==> src/rtl/wbm_copy_pkg.sv <==
// Shared types and constants for the Wishbone block-copy initiator.
package wbm_copy_pkg;

  typedef enum logic [2:0] {
    IDLE,
    RD,
    RGAP,
    WR,
    WGAP,
    DONE,
    ERR
  } state_t;

  localparam logic [3:0]  SEL_ALL  = 4'hF;
  localparam logic [31:0] ADR_STEP = 32'd4;

  function automatic logic [31:0] word_align(input logic [31:0] adr);
    return {adr[31:2], 2'b00};
  endfunction

endpackage

==> src/rtl/wbm_timeout.sv <==
// Per-access ack watchdog: counts cycles spent waiting in one bus access.
module wbm_timeout #(
  parameter int unsigned TIMEOUT = 64
) (
  input  logic i_clk,
  input  logic i_rst_n,
  input  logic i_clr,
  input  logic i_run,
  output logic o_expired
);

  localparam int unsigned CNT_W = (TIMEOUT > 1) ? $clog2(TIMEOUT) : 1;
  localparam logic [CNT_W-1:0] LAST = CNT_W'(TIMEOUT - 1);

  logic [CNT_W-1:0] r_cnt;

  // Expires on the TIMEOUT-th waiting cycle, so the access lasts exactly TIMEOUT cycles.
  assign o_expired = i_run && (r_cnt == LAST);

  always_ff @(posedge i_clk or negedge i_rst_n) begin
    if (!i_rst_n) begin
      r_cnt <= '0;
    end else if (i_clr) begin
      r_cnt <= '0;
    end else if (i_run && !o_expired) begin
      r_cnt <= r_cnt + 1'b1;
    end
  end

endmodule

==> src/rtl/wbm_block_copy.sv <==
// Wishbone initiator copying a block of words, one read then one write per word.
// Optional per-access ack timeout enabled by defining WBM_TIMEOUT_EN.
module wbm_block_copy
  import wbm_copy_pkg::*;
#(
  parameter int unsigned BITS    = 32,
  parameter int unsigned LEN_W   = 12,
  parameter int unsigned TIMEOUT = 64
) (
  input  logic             wb_clk_i,
  input  logic             wb_rst_n_i,
  input  logic             start_i,
  input  logic [31:0]      src_adr_i,
  input  logic [31:0]      dst_adr_i,
  input  logic [LEN_W-1:0] len_i,
  output logic             busy_o,
  output logic             done_o,
  output logic             err_o,
  output logic [LEN_W-1:0] words_done_o,
  output logic             wbm_cyc_o,
  output logic             wbm_stb_o,
  output logic             wbm_we_o,
  output logic [3:0]       wbm_sel_o,
  output logic [31:0]      wbm_adr_o,
  output logic [BITS-1:0]  wbm_dat_o,
  input  logic [BITS-1:0]  wbm_dat_i,
  input  logic             wbm_ack_i
);

  state_t            r_state;
  state_t            w_next;
  logic [31:0]       r_src;
  logic [31:0]       r_dst;
  logic [LEN_W-1:0]  r_len;
  logic [LEN_W-1:0]  r_words;
  logic [BITS-1:0]   r_buf;
  logic              r_cyc;
  logic              r_we;
  logic [3:0]        r_sel;
  logic [31:0]       r_adr;
  logic              r_busy;
  logic              r_done;
  logic              w_accept;
  logic              w_in_acc;
  logic              w_enter_acc;
  logic              w_timeout;
  logic [31:0]       w_src_nx;

  assign w_accept    = (r_state == IDLE) && start_i;
  assign w_in_acc    = (r_state == RD) || (r_state == WR);
  assign w_enter_acc = ((w_next == RD) || (w_next == WR)) && (w_next != r_state);
  assign w_src_nx    = w_accept ? word_align(src_adr_i) : r_src;

`ifdef WBM_TIMEOUT_EN
  logic r_err;

  wbm_timeout #(
    .TIMEOUT (TIMEOUT)
  ) u_timeout (
    .i_clk     (wb_clk_i),
    .i_rst_n   (wb_rst_n_i),
    .i_clr     (w_enter_acc),
    .i_run     (w_in_acc && !wbm_ack_i),
    .o_expired (w_timeout)
  );

  always_ff @(posedge wb_clk_i or negedge wb_rst_n_i) begin
    if (!wb_rst_n_i) begin
      r_err <= 1'b0;
    end else if (w_accept) begin
      r_err <= 1'b0;
    end else if (w_next == ERR) begin
      r_err <= 1'b1;
    end
  end

  assign err_o = r_err;
`else
  assign w_timeout = 1'b0;
  assign err_o     = 1'b0;
`endif

  always_comb begin
    w_next = r_state;
    case (r_state)
      IDLE: if (start_i) w_next = (len_i == '0) ? DONE : RD;
      RD: begin
        if (wbm_ack_i)      w_next = RGAP;
        else if (w_timeout) w_next = ERR;
      end
      RGAP: w_next = WR;
      WR: begin
        if (wbm_ack_i)      w_next = WGAP;
        else if (w_timeout) w_next = ERR;
      end
      WGAP:    w_next = (r_words < r_len) ? RD : DONE;
      DONE:    w_next = IDLE;
      ERR:     w_next = IDLE;
      default: w_next = IDLE;
    endcase
  end

  always_ff @(posedge wb_clk_i or negedge wb_rst_n_i) begin
    if (!wb_rst_n_i) begin
      r_state <= IDLE;
    end else begin
      r_state <= w_next;
    end
  end

  // Datapath: pointers, count and buffer.
  always_ff @(posedge wb_clk_i or negedge wb_rst_n_i) begin
    if (!wb_rst_n_i) begin
      r_src   <= '0;
      r_dst   <= '0;
      r_len   <= '0;
      r_words <= '0;
      r_buf   <= '0;
    end else begin
      if (w_accept) begin
        r_src   <= word_align(src_adr_i);
        r_dst   <= word_align(dst_adr_i);
        r_len   <= len_i;
        r_words <= '0;
      end
      if ((r_state == RD) && wbm_ack_i) begin
        r_buf <= wbm_dat_i;
      end
      if ((r_state == WR) && wbm_ack_i) begin
        r_words <= r_words + 1'b1;
        r_src   <= r_src + ADR_STEP;
        r_dst   <= r_dst + ADR_STEP;
      end
    end
  end

  // Outputs are registered from the next state so they line up with the state register.
  always_ff @(posedge wb_clk_i or negedge wb_rst_n_i) begin
    if (!wb_rst_n_i) begin
      r_cyc  <= 1'b0;
      r_we   <= 1'b0;
      r_sel  <= '0;
      r_adr  <= '0;
      r_busy <= 1'b0;
      r_done <= 1'b0;
    end else begin
      r_cyc  <= (w_next == RD) || (w_next == WR);
      r_we   <= (w_next == WR);
      r_sel  <= ((w_next == RD) || (w_next == WR)) ? SEL_ALL : '0;
      r_busy <= (w_next != IDLE);
      r_done <= (w_next == DONE) || (w_next == ERR);
      if (w_next == RD)      r_adr <= w_src_nx;
      else if (w_next == WR) r_adr <= r_dst;
      else                   r_adr <= '0;
    end
  end

  assign busy_o       = r_busy;
  assign done_o       = r_done;
  assign words_done_o = r_words;
  assign wbm_cyc_o    = r_cyc;
  assign wbm_stb_o    = r_cyc;
  assign wbm_we_o     = r_we;
  assign wbm_sel_o    = r_sel;
  assign wbm_adr_o    = r_adr;
  assign wbm_dat_o    = r_buf;

endmodule
==> config.mk <==
export PLATFORM = sky130hd
export DESIGN_NAME = wbm_block_copy
export DESIGN_NICKNAME = d
export VERILOG_FILES = /design/src/rtl/wbm_copy_pkg.sv /design/src/rtl/wbm_timeout.sv /design/src/rtl/wbm_block_copy.sv
export SDC_FILE = /design/constraint.sdc
export NUM_CORES = 1
export LEC_CHECK = 0
export BUFFER_PORTS_ARGS = -buffer_cell sky130_fd_sc_hd__buf_2
export CAP_MARGIN = 10
export CELL_PAD_IN_SITES_DETAIL_PLACEMENT = 0
export CELL_PAD_IN_SITES_GLOBAL_PLACEMENT = 1
export CORE_MARGIN = 2
export CORE_UTILIZATION = 44
export DETAILED_ROUTE_END_ITERATION = 16
export HOLD_SLACK_MARGIN = 0.03
export PLACE_DENSITY = 0.88
export SETUP_SLACK_MARGIN = 0.15
export SLEW_MARGIN = 30
export SYNTH_ARGS = -nofsm -noshare
export SYNTH_HDL_FRONTEND = slang
export SYNTH_HIERARCHICAL = 1
export SYNTH_SLANG_ARGS = --single-unit
==> constraint.sdc <==
create_clock -name wb_clk_i -period 3.8 [get_ports wb_clk_i]
set_input_delay 0.19 -clock wb_clk_i [delete_from_list [all_inputs] [get_ports wb_clk_i]]
set_output_delay 0.19 -clock wb_clk_i [all_outputs]
set_load 0.02 [all_outputs]
**Yosys cells after proc, flatten, opt, wreduce, memory -nomap -nowiden**

Cells that the tools add are included.

- Register bits: 163
- Bits of input ports: 112
- Word-level logic and storage cells: 48

- Add/sub/neg operators: 3
- $lt $le $gt $ge: 1
- Equality and inequality tests: 8
- Multiplexer cells: 15
- Reductions and logical operators: 9

Operator list:

| operator | number |
|---|---|
| two-way mux 32 bit | 6 |
| adder 32 x 3 -> 32 bit, second input constant | 2 |
| two-way mux 12 bit | 2 |
| two-way mux 3 bit | 5 |
| one-hot mux 3 bit (5 select lines) | 1 |
| adder 12 x 1 -> 12 bit, second input constant | 1 |
| logical NOT 12 bit | 1 |
| less-than comparator 12 bit | 1 |
| == test 3 x 2 -> 1 bit, second input constant | 3 |
| == test 3 bit, second input constant | 3 |
| == test 3 x 1 -> 1 bit, second input constant | 2 |
| two-way mux 4 bit | 1 |
| logical AND 1 bit | 3 |
| logical NOT 3 bit | 1 |
| nonzero test 3 bit | 1 |
| logical OR 1 bit | 2 |
| nonzero test 2 bit | 1 |

**Longest topological paths before layout**

Gate-level depths: netlist of the first run.

- Word-level depth: 7
- Depth in mapped cells: 8
- Depth with buffers taken out: 7

**Least setup slack after synthesis of the first run**

No wires, ideal clock.

- Path type: register -> register
- Start point: register r_words[1] (netlist: words_done_o[1])
- End point: register r_adr[28] (netlist: wbm_adr_o[28])
- Library setup time: 0.090 ns
- Arrival: 1.936 ns
- Required time: 3.710 ns
- Setup slack: 1.774 ns
- Cell stages (with the launch flop): 7
- Path buffers: 1
- Cells stage by stage: dfrtp_1 > ha_1 > a2111o_1 > a311oi_1 > o21ai_2 > buf_6 > o31ai_4

- Word-level cells in the longest chain between the ends: 6
- Elaborated cells on any way between the ends: 7
- Classes of those cells: order compare (1); eq/ne (2); mux (4)

RTL lines:

| what | RTL line | RTL |
|---|---|---|
| start: declaration | wbm_block_copy.sv:35 | `logic [LEN_W-1:0] r_words;` |
| start signal: assignment | wbm_block_copy.sv:130 | `r_words <= r_words + 1'b1;` |
| less-than comparator 12 bit * | wbm_block_copy.sv:96 | `WGAP: w_next = (r_words < r_len) ? RD : DONE;` |
| two-way mux 3 bit * | wbm_block_copy.sv:96 |  |
| one-hot mux 3 bit (5 select lines) * | wbm_block_copy.sv:85 | `case (r_state)` |
| == test 3 x 2 -> 1 bit | wbm_block_copy.sv:153 | `else if (w_next == WR) r_adr <= r_dst;` |
| two-way mux 32 bit | wbm_block_copy.sv:153 |  |
| two-way mux 32 bit * | wbm_block_copy.sv:152 | `if (w_next == RD) r_adr <= w_src_nx;` |
| end signal: assignment | wbm_block_copy.sv:152 |  |
| end signal: assignment | wbm_block_copy.sv:153 |  |
| end: declaration | wbm_block_copy.sv:40 | `logic [31:0] r_adr;` |

Mark *: on every way between the ends. The rest lies on a longest branch, timed or not.
A chain may end at the register's enable or synchronous reset.

**Final worst setup path of the first run**

- Start point: register r_state[2]
- End point: register r_src[21]

- Word-level cells in the longest chain between the ends: 4
- Elaborated cells on any way between the ends: 6
- Classes of those cells: eq/ne (1); mux (2); reduce/logical (3)

RTL lines:

| what | RTL line | RTL |
|---|---|---|
| start: declaration | wbm_block_copy.sv:30 | `state_t r_state;` |
| start signal: assignment | wbm_block_copy.sv:107 | `r_state <= w_next;` |
| logical NOT 3 bit | wbm_block_copy.sv:49 | `assign w_accept = (r_state == IDLE) && start_i;` |
| logical AND 1 bit | wbm_block_copy.sv:49 |  |
| two-way mux 32 bit | - |  |
| two-way mux 32 bit * | wbm_block_copy.sv:129 | `if ((r_state == WR) && wbm_ack_i) begin` |
| end signal: assignment | wbm_block_copy.sv:121 | `r_src <= word_align(src_adr_i);` |
| end signal: assignment | wbm_block_copy.sv:131 | `r_src <= r_src + ADR_STEP;` |
| end: declaration | wbm_block_copy.sv:32 | `logic [31:0] r_src;` |

Marks and branches as above.

==> results of run 1 <==
-- sequential cells by signal, indices dropped and copies added, names as in the netlist --
name / cells
wbm_sel_o: 1
r_src: 32
r_len: 12
wbm_we_o: 1
done_o: 1
wbm_dat_o: 32
busy_o: 1
r_dst: 30
wbm_adr_o: 32
r_state: 3
words_done_o: 12
-- power groups by stage --
stage | sequential (µW) | combinational [µW] | clock, µW
6_report | 2990 | 3010 | 1820
5_1_grt | 3090 | 3340 | 1910
4_1_cts | 2970 | 3040 | 1840
3_5_place_dp | 2990 | 2980 | 0
3_3_place_gp | 2960 | 2920 | 0
2_1_floorplan | 3250 | 1760 | 0
-- layout by cell type (no fill, tap or decap), types with 8 or more instances in the layout --
cell	instances
o21ai_0	71
and4_1	8
dlygate4sd3_1	72
a31oi_1	8
mux2i_1	31
ha_1	14
o311ai_0	9
mux2_2	32
nand3_1	24
and3_1	20
buf_2	191
clkbuf_16	17
buf_4	8
a211oi_1	18
nor3_1	8
nor2_1	50
nand4_1	15
a311oi_1	14
a21oi_1	19
o211ai_1	18
inv_1	14
nand2_1	111
dfrtp_1	157
-- worst paths after layout --
path	from	end	cells past startpoint	slack (ps)
min in group asynchronous	wb_rst_n_i	wbm_dat_o[2]$_DFFE_PN0P_	2	360
setup / recovery	r_state[2]$_DFF_PN0_	r_src[21]$_DFF_PN0_	5	1300
max in group asynchronous	wb_rst_n_i	r_dst[17]$_DFFE_PN0P_	3	2560
hold reg to reg	r_len[0]$_DFFE_PN0P_	r_len[0]$_DFFE_PN0P_	2	470
setup reg to reg	r_state[2]$_DFF_PN0_	r_src[21]$_DFF_PN0_	5	1300
hold / removal	dst_adr_i[22]	r_dst[22]$_DFFE_PN0P_	3	50
-- per-stage QoR --
step / utilization [%] / power, µW / cells / setup WS [ps] / area (µm²)
after floorplan: - / 5015 / 773 / 1774 / 7777
after global placement: 51.32 / 5872 / 1145 / 1385 / 8876
after detailed placement: 51.32 / 5965 / 1145 / 1318 / 8876
after CTS: 59.10 / 7852 / 1249 / 1301 / 10220
after global routing: 59.11 / 8347 / 1250 / 1117 / 10220
final: 59.11 / 7820 / 1250 / 1299 / 10220
-- area by class of cell --
| cell class | instances | share of cell area [%] |
|---|---|---|
| diodes | 1 | 0.02447 |
| clock buffers | 21 | 4.503 |
| clock inverters | 11 | 1.615 |
| inverters | 14 | 0.5140 |
| multi-input cells | 547 | 34.68 |
| flip-flops and latches | 157 | 38.42 |
| well taps | 225 | 2.753 |
| repair buffers | 274 | 17.49 |
-- synth_stat cells (3+ instances only) --
master	instances
nor2_1	50
nor4_1	7
nand2b_1	3
clkbuf_1	22
o211ai_1	18
a41oi_1	3
nor3_1	8
a221o_1	3
o22ai_1	5
a311oi_1	14
nand2_1	111
and3_1	20
inv_1	14
nand4_1	15
a31oi_1	8
mux2_2	32
nand3_1	24
dfrtp_1	157
nor2b_1	5
a21oi_1	19
buf_1	7
o311ai_0	9
ha_1	14
and4_1	8
mux2i_1	31
buf_2	16
buf_4	7
a211oi_1	18
and2_1	3
o32ai_1	3
o21ai_0	71
-- metal layers --
metal | part of all wire [%] | routed length [µm] | vias to the layer above | track usage [%]
li1 | - | - | 3309 | -
met1 | 44 | 9436 | 3362 | 30.65
met2 | 49 | 10470 | 224 | 38.36
met3 | 4.5 | 966 | 44 | 3.926
met4 | 2.2 | 471 | 2 | 9.393
met5 | 0.061 | 13 | - | 0
-- worst reg2reg max path, cell delays in order, from the launching register on --
cell and delay, ps:
dfrtp_1 540, nand4b_1 620, or2_1 530, nor2_2 340, a311oi_1 150, a211oi_1 240
-- cell families (layout without fill, tap and decap cells) --
family / count (synthesis) / in the layout / share of synthesized area, %
flip-flops: 157 / 157 / 50.51
AND/OR/NAND/NOR: 276 / 276 / 17.92
XOR/XNOR: 2 / 2 / 0.2253
multiplexers: 63 / 63 / 8.623
adder cells (fa/ha/maj): 14 / 14 / 2.252
AO/OA/AOI/OAI: 191 / 191 / 16.36
buffers and inverters: 69 / 320 / 4.054
other: 1 / 2 / 0.04822
-- repair_timing --
item / in CTS / in global routing
hold buffers: 72 / 0
buffers inserted: 0 / 0
hold endpoints to repair: 151 / 0
setup endpoints to repair: 0 / 0
==> summary.md, run 1 <==
| Metric | Value |
|---|---|
| Nets | 1137 |
| Clock skew | 9.018 ps |
| Power per cell area | around 760 nW/µm² |
| Area grow syn2layout | 31.47% |
| Pleak | 0.004645 µW |
| CP Buf/Inv Count | 0 |
| Netlist cell types | 66 |
| H-Tree Depth | 4 |
| Tcrit/Tclk final | between 60% and 70% |
| Die W | 137.0 µm |
| Mapped Nets | between 800 and 900 |
| Crit path largest cell delay | 620 ps |
| Remaining Overflow, GRT | 0 |
| Min Hold Slack | about 47 ps |
| Slew HR | 40.08% |
| Area leader, netlist | dfrtp_1 |
| Area taken by multi-input logic gates | 3546 µm² |
| Critical path's slowest cell | nand4b_1 |
| Crit path launch type | flip-flop |
| Layout cell share with drive strength beyond 1 | between 20% and 30% |
| Vias in the first global route | between 6000 and 7000 |
| Aggregate global-route resource usage | between 20% and 30% |
| Max FO, Critical Path | 14 |
| Initial antenna violation count | 2 |
| ANT nets after route | 0 |
| Switch share | approximately two fifths |
| RSZ-0062 raised after global routing | no |
| Final hold vios | 0 |
| Critical path arrival | 2830 ps |
| Crit Path Category | flip-flop to flip-flop |
| Post-route DRC | 0 |
| P_int | about 4700 µW |
| Placement Rows | 48 |
| First-pass GRT wire length | 34.20 mm |
| P_sw | 3100 µW |
| Die height | about 140 µm |
| Yosys warns | 6 |
| Clock transition at the registers of the reported paths | roughly 60 ps |
| Starting DRT DRC Count | approximately 450 |
| Worst IR drop on VDD | ~0.37 mV |
| Post-DP HPWL | around 14 mm |
| Gpl congestion | 0.8276 |
| Routed WL | 21.36 mm |
| Core Area | between 15000 and 20000 µm² |
| Die ar. | about 19000 µm² |
| IO Port Bufs | about 190 |
| Minimum clock period | 2501 ps |
| Achievable clock frequency | 399.9 MHz |
| Root Buffer | clkbuf_16 |
| Worst path cell trace | nand4b_1, or2_1, nor2_2, a311oi_1, a211oi_1 |
| Type of the most critical hold path | primary input to flip-flop |
| Final-report max-slew violation count | 0 |
| Combinational power share | roughly two fifths |
| Setup Total Neg Slack | 0 ps |
| Routed wire per std cell | 17.09 µm |
| Latest clock arrival within the worst-skew pair | ~430 ps |
| Clk pwr share | a little under a quarter |
| Buffer depth of the longest clock path | 2 |
| Post-synth ARST share | between 90% and 100% |
| Vias after detailed routing | 6941 |
| Crit-path leading delay family | simple AND/OR/NAND/NOR gates |
| Vias/cell | around 5.6 |
| Number of setup violations in the final report | 0 |
| Post-CTS sizing | 0 |
| Max-Cap Viols | 0 |
| Tightest Pin Transition | 895.5 ps |
| Number of buffers created by CTS | 17 |
| CP Capture Type | flip-flop |
| Syn Std Cell Area | slightly below 8000 µm² |
| CTS tree | yes |
| CTS Sinks | approximately 160 |
| Synth area leaders | dfrtp_1 51%, nand2_1 5.4%, mux2_2 4.6%, o21ai_0 4.6%, mux2i_1 4.0% |
| Seq pwr share | between 30% and 40% |
| Fillcell total | 1500 |
| Yosys top cell area share | around 51% |
| First-pass DRT Iterations | 7 |
| Syn avg cell area | around 10 µm² |
| Starting Density | between 40 and 50% |
| Number of synthesized flops with an enable pin | 0 |
| Sequential area share after synthesis | between 50% and 60% |
| Seq cells post-synth | 157 |
| Outcome | finished clean |
| Cells after Synth | between 700 and 800 |
| CP Data Required Time | between 4000 and 5000 ps |
| I/O pin count | roughly 200 |
| Main flop type after synthesis | dfrtp_1 |
| Reg area | around 3900 µm² |
| Largest net degree at the start of global routing | 82 |
No activity file was read; power rests on OpenSTA's default activity.
==> inputs of run 2 (changes only) <==
--- a/config.mk
+++ b/config.mk
@@ -10,10 +10,10 @@
 export CELL_PAD_IN_SITES_DETAIL_PLACEMENT = 0
 export CELL_PAD_IN_SITES_GLOBAL_PLACEMENT = 1
 export CORE_MARGIN = 2
-export CORE_UTILIZATION = 44
+export CORE_UTILIZATION = 37
 export DETAILED_ROUTE_END_ITERATION = 16
 export HOLD_SLACK_MARGIN = 0.03
-export PLACE_DENSITY = 0.88
+export PLACE_DENSITY = 0.79
 export SETUP_SLACK_MARGIN = 0.15
 export SLEW_MARGIN = 30
 export SYNTH_ARGS = -nofsm -noshare
==> constraint.sdc (replaced) <==
create_clock -name wb_clk_i -period 2.28 [get_ports wb_clk_i]
set_input_delay 0.114 -clock wb_clk_i [delete_from_list [all_inputs] [get_ports wb_clk_i]]
set_output_delay 0.114 -clock wb_clk_i [all_outputs]
set_load 0.02 [all_outputs]
==> run 2 against run 1 <==
Against the previous run:
- clock-buffer cell count fell by 4
- clock power rose by 64%
- largest cell class unchanged
- hold slack improved by 14 ps
- design area rose by 5.8%
- critical endpoint is now wbm_adr_o[3]$_DFF_PN0_
- final cell count rose by 8.5%
- die area rose by 18%
- register-to-register slack got worse by 1100 ps
==> summary.md, run 2 (synthesis results as in run 1) <==
| Metric | Value |
|---|---|
| Outcome | finished clean |
| Post-DP HPWL | about 16 mm |
| Clk pwr share | a little under a quarter |
| Number of buffers created by CTS | 17 |
| Tcrit/Tclk final | between 80 and 90% |
| Pleak | a little under 0.005 µW |
| Achievable clock frequency | roughly 500 MHz |
| Critical path's slowest cell | a2111o_1 |
| Die ar. | ~22000 µm² |
| Crit Path Category | flip-flop to flip-flop |
| Commonest non-fill, non-tap cells in the layout | 191 x buf_2, 157 x dfrtp_1, 111 x nand2_1 |
| P_sw | approximately 5300 µW |
| Fillcell total | around 2000 |
| Nets | 1193 |
| H-Tree Depth | 4 |
| CP Buf/Inv Count | 1 |
| Type of the most critical hold path | primary input to flip-flop |
| Latest clock arrival within the worst-skew pair | about 420 ps |
| CP Data Required Time | about 2600 ps |
| ANT nets after route | 0 |
| I/O pin count | 198 |
| First-pass GRT wire length | roughly 37 mm |
| Initial antenna violation count | 1 |
| R2r setup slk | around 240 ps |
| Worst path cell trace | ha_1, a2111o_1, a311oi_2, o21ai_2, buf_4, o21ai_0 |
| Worst reg2reg startpoint | words_done_o[1]$_DFFE_PN0P_ |
| Placement Rows | between 50 and 60 |
| Combinational power share | about two fifths |
| Power per cell area | 1223 nW/µm² |
| Starting Density | a little under two fifths |
| PnR Total Power | between 10000 and 15000 µW |
| Post-Route Utilization | between 50% and 60% |
| Worst Reg-to-Reg Cells | 6 |
| Tightest Pin Transition | 631.3 ps |
| Worst IR drop on VDD | 0.7026 mV |
| Slew HR | 57.91% |
| Crit path to | wbm_adr_o[3]$_DFF_PN0_ |
| Clock transition at the registers of the reported paths | about 70 ps |
| Crit-path leading delay family | compound AO/OA/AOI/OAI gates |
| Die W | 149.0 µm |
| First-pass DRT Iterations | 5 |
| Most common cell after layout, fill and taps aside | buf_2 |
| Placed cell area | 9149 µm² |
| CTS Sinks | around 160 |
| Buffer depth of the longest clock path | 2 |
| Number of setup violations in the final report | 0 |
| Root Buffer | clkbuf_16 |
| Critical path arrival | approximately 2400 ps |
| CTS tree | yes |
| RSZ-0062 raised after global routing | yes |
| Largest net degree at the start of global routing | 62 |
| Switch share | ~40% |
| Post-Layout Inst Area | ~11000 µm² |
| Vias after detailed routing | approximately 7100 |
| Remaining Overflow, GRT | 0 |
| Max-Cap Viols | 0 |
| CP Launch Point | words_done_o[1]$_DFFE_PN0P_ |
| Max FO, Critical Path | 17 |
| Starting DRT DRC Count | approximately 480 |
| Crit path largest cell delay | ~400 ps |
| CP Capture Type | flip-flop |
| Routed wire per std cell | between 15 and 20 µm |
| Reg2Reg Capture Point | wbm_adr_o[3]$_DFF_PN0_ |
| Layout cell share with drive strength beyond 1 | approximately 29% |
| Crit path launch type | flip-flop |
| Critical Path Stages | 6 |
| Minimum clock period | about 2000 ps |
| Clock skew | 7.230 ps |
| Routed WL | 22.69 mm |
| Aggregate global-route resource usage | a little over a fifth |
| P_int | 7913 µW |
| Vias/cell | between 5 and 6 |
| Setup Total Neg Slack | 0 ps |
| Post-route DRC | 0 |
| Gpl congestion | about 0.80 |
| IO Port Bufs | around 190 |
| Final-report max-slew violation count | 0 |
| Seq pwr share | roughly 37% |
| Vias in the first global route | between 6000 and 7000 |
| Die height | 149.0 µm |
| Final hold vios | 0 |
| Core Area | ~21000 µm² |
| Area grow syn2layout | 39.09% |
[run 2: worst min path at each step]
stage,slack [ps],to,startpoint,cells after the start
after floorplan,-180,busy_o$_DFF_PN0_,wb_rst_n_i,0
after global placement,160,wbm_adr_o[13]$_DFF_PN0_,wb_rst_n_i,1
after detailed placement,160,wbm_adr_o[13]$_DFF_PN0_,wb_rst_n_i,1
after CTS,40,r_state[0]$_DFF_PN0_,start_i,3
after global routing,70,r_state[0]$_DFF_PN0_,wbm_ack_i,3
final,60,r_state[0]$_DFF_PN0_,start_i,3
[run 2: final cells by class]
type / count / area, µm² / share of cell area [%]
diodes: 1 / 2.502 / 0.02313
inverters: 14 / 52.55 / 0.4858
flip-flops and latches: 157 / 3929 / 36.32
clock inverters: 15 / 188.9 / 1.746
clock buffers: 17 / 425.4 / 3.932
well taps: 275 / 344.1 / 3.181
multi-input cells: 547 / 3552 / 32.84
repair buffers: 330 / 2323 / 21.48
[run 2: stage by stage]
| step | cells | setup slack (ps) | hold WS (ps) |
|---|---|---|---|
| final | 1356 | 243.1 | 61.22 |
| after floorplan | 773 | 254.3 | -181.6 |
| after CTS | 1353 | 179.8 | 39.45 |
| after global placement | 1218 | 190.1 | 159.8 |
| after detailed placement | 1218 | 154.0 | 162.9 |
| after global routing | 1356 | 128.0 | 74.16 |
[run 2: worst register-to-register path, stage by stage (launching register included)]
cell and delay [ps]:
dfrtp_1 380, ha_1 310, a2111o_1 400, a311oi_2 290, o21ai_2 100, buf_4 220, o21ai_0 230
[run 2: layer usage]
| metal | GRT usage [%] | up-vias | part of all wire, % |
|---|---|---|---|
| li1 | - | 3431 | - |
| met1 | 28.08 | 3466 | 46 |
| met2 | 34.63 | 155 | 49 |
| met3 | 3.761 | 24 | 3.8 |
| met4 | 5.810 | 0 | 1.8 |
| met5 | 0 | - | 0 |
[run 2: repair_timing]
action                                  in CTS  in global routing
buffers inserted                             0                  2
pin swaps                                    0                  2
endpoints found under the setup margin       1                 39
gates resized for setup                      1                  1
hold endpoints to repair                   182                  0
hold buffers                               103                  0
cloned                                       0                  0
[run 2: power groups by stage]
stage	Clock (µW)	Combinational (µW)	Sequential, µW
after floorplan	0	2940	5420
after global placement	0	5130	4890
after detailed placement	0	5220	4940
after CTS	3040	5380	4900
after global routing	3170	5880	5100
final	2990	5330	4920
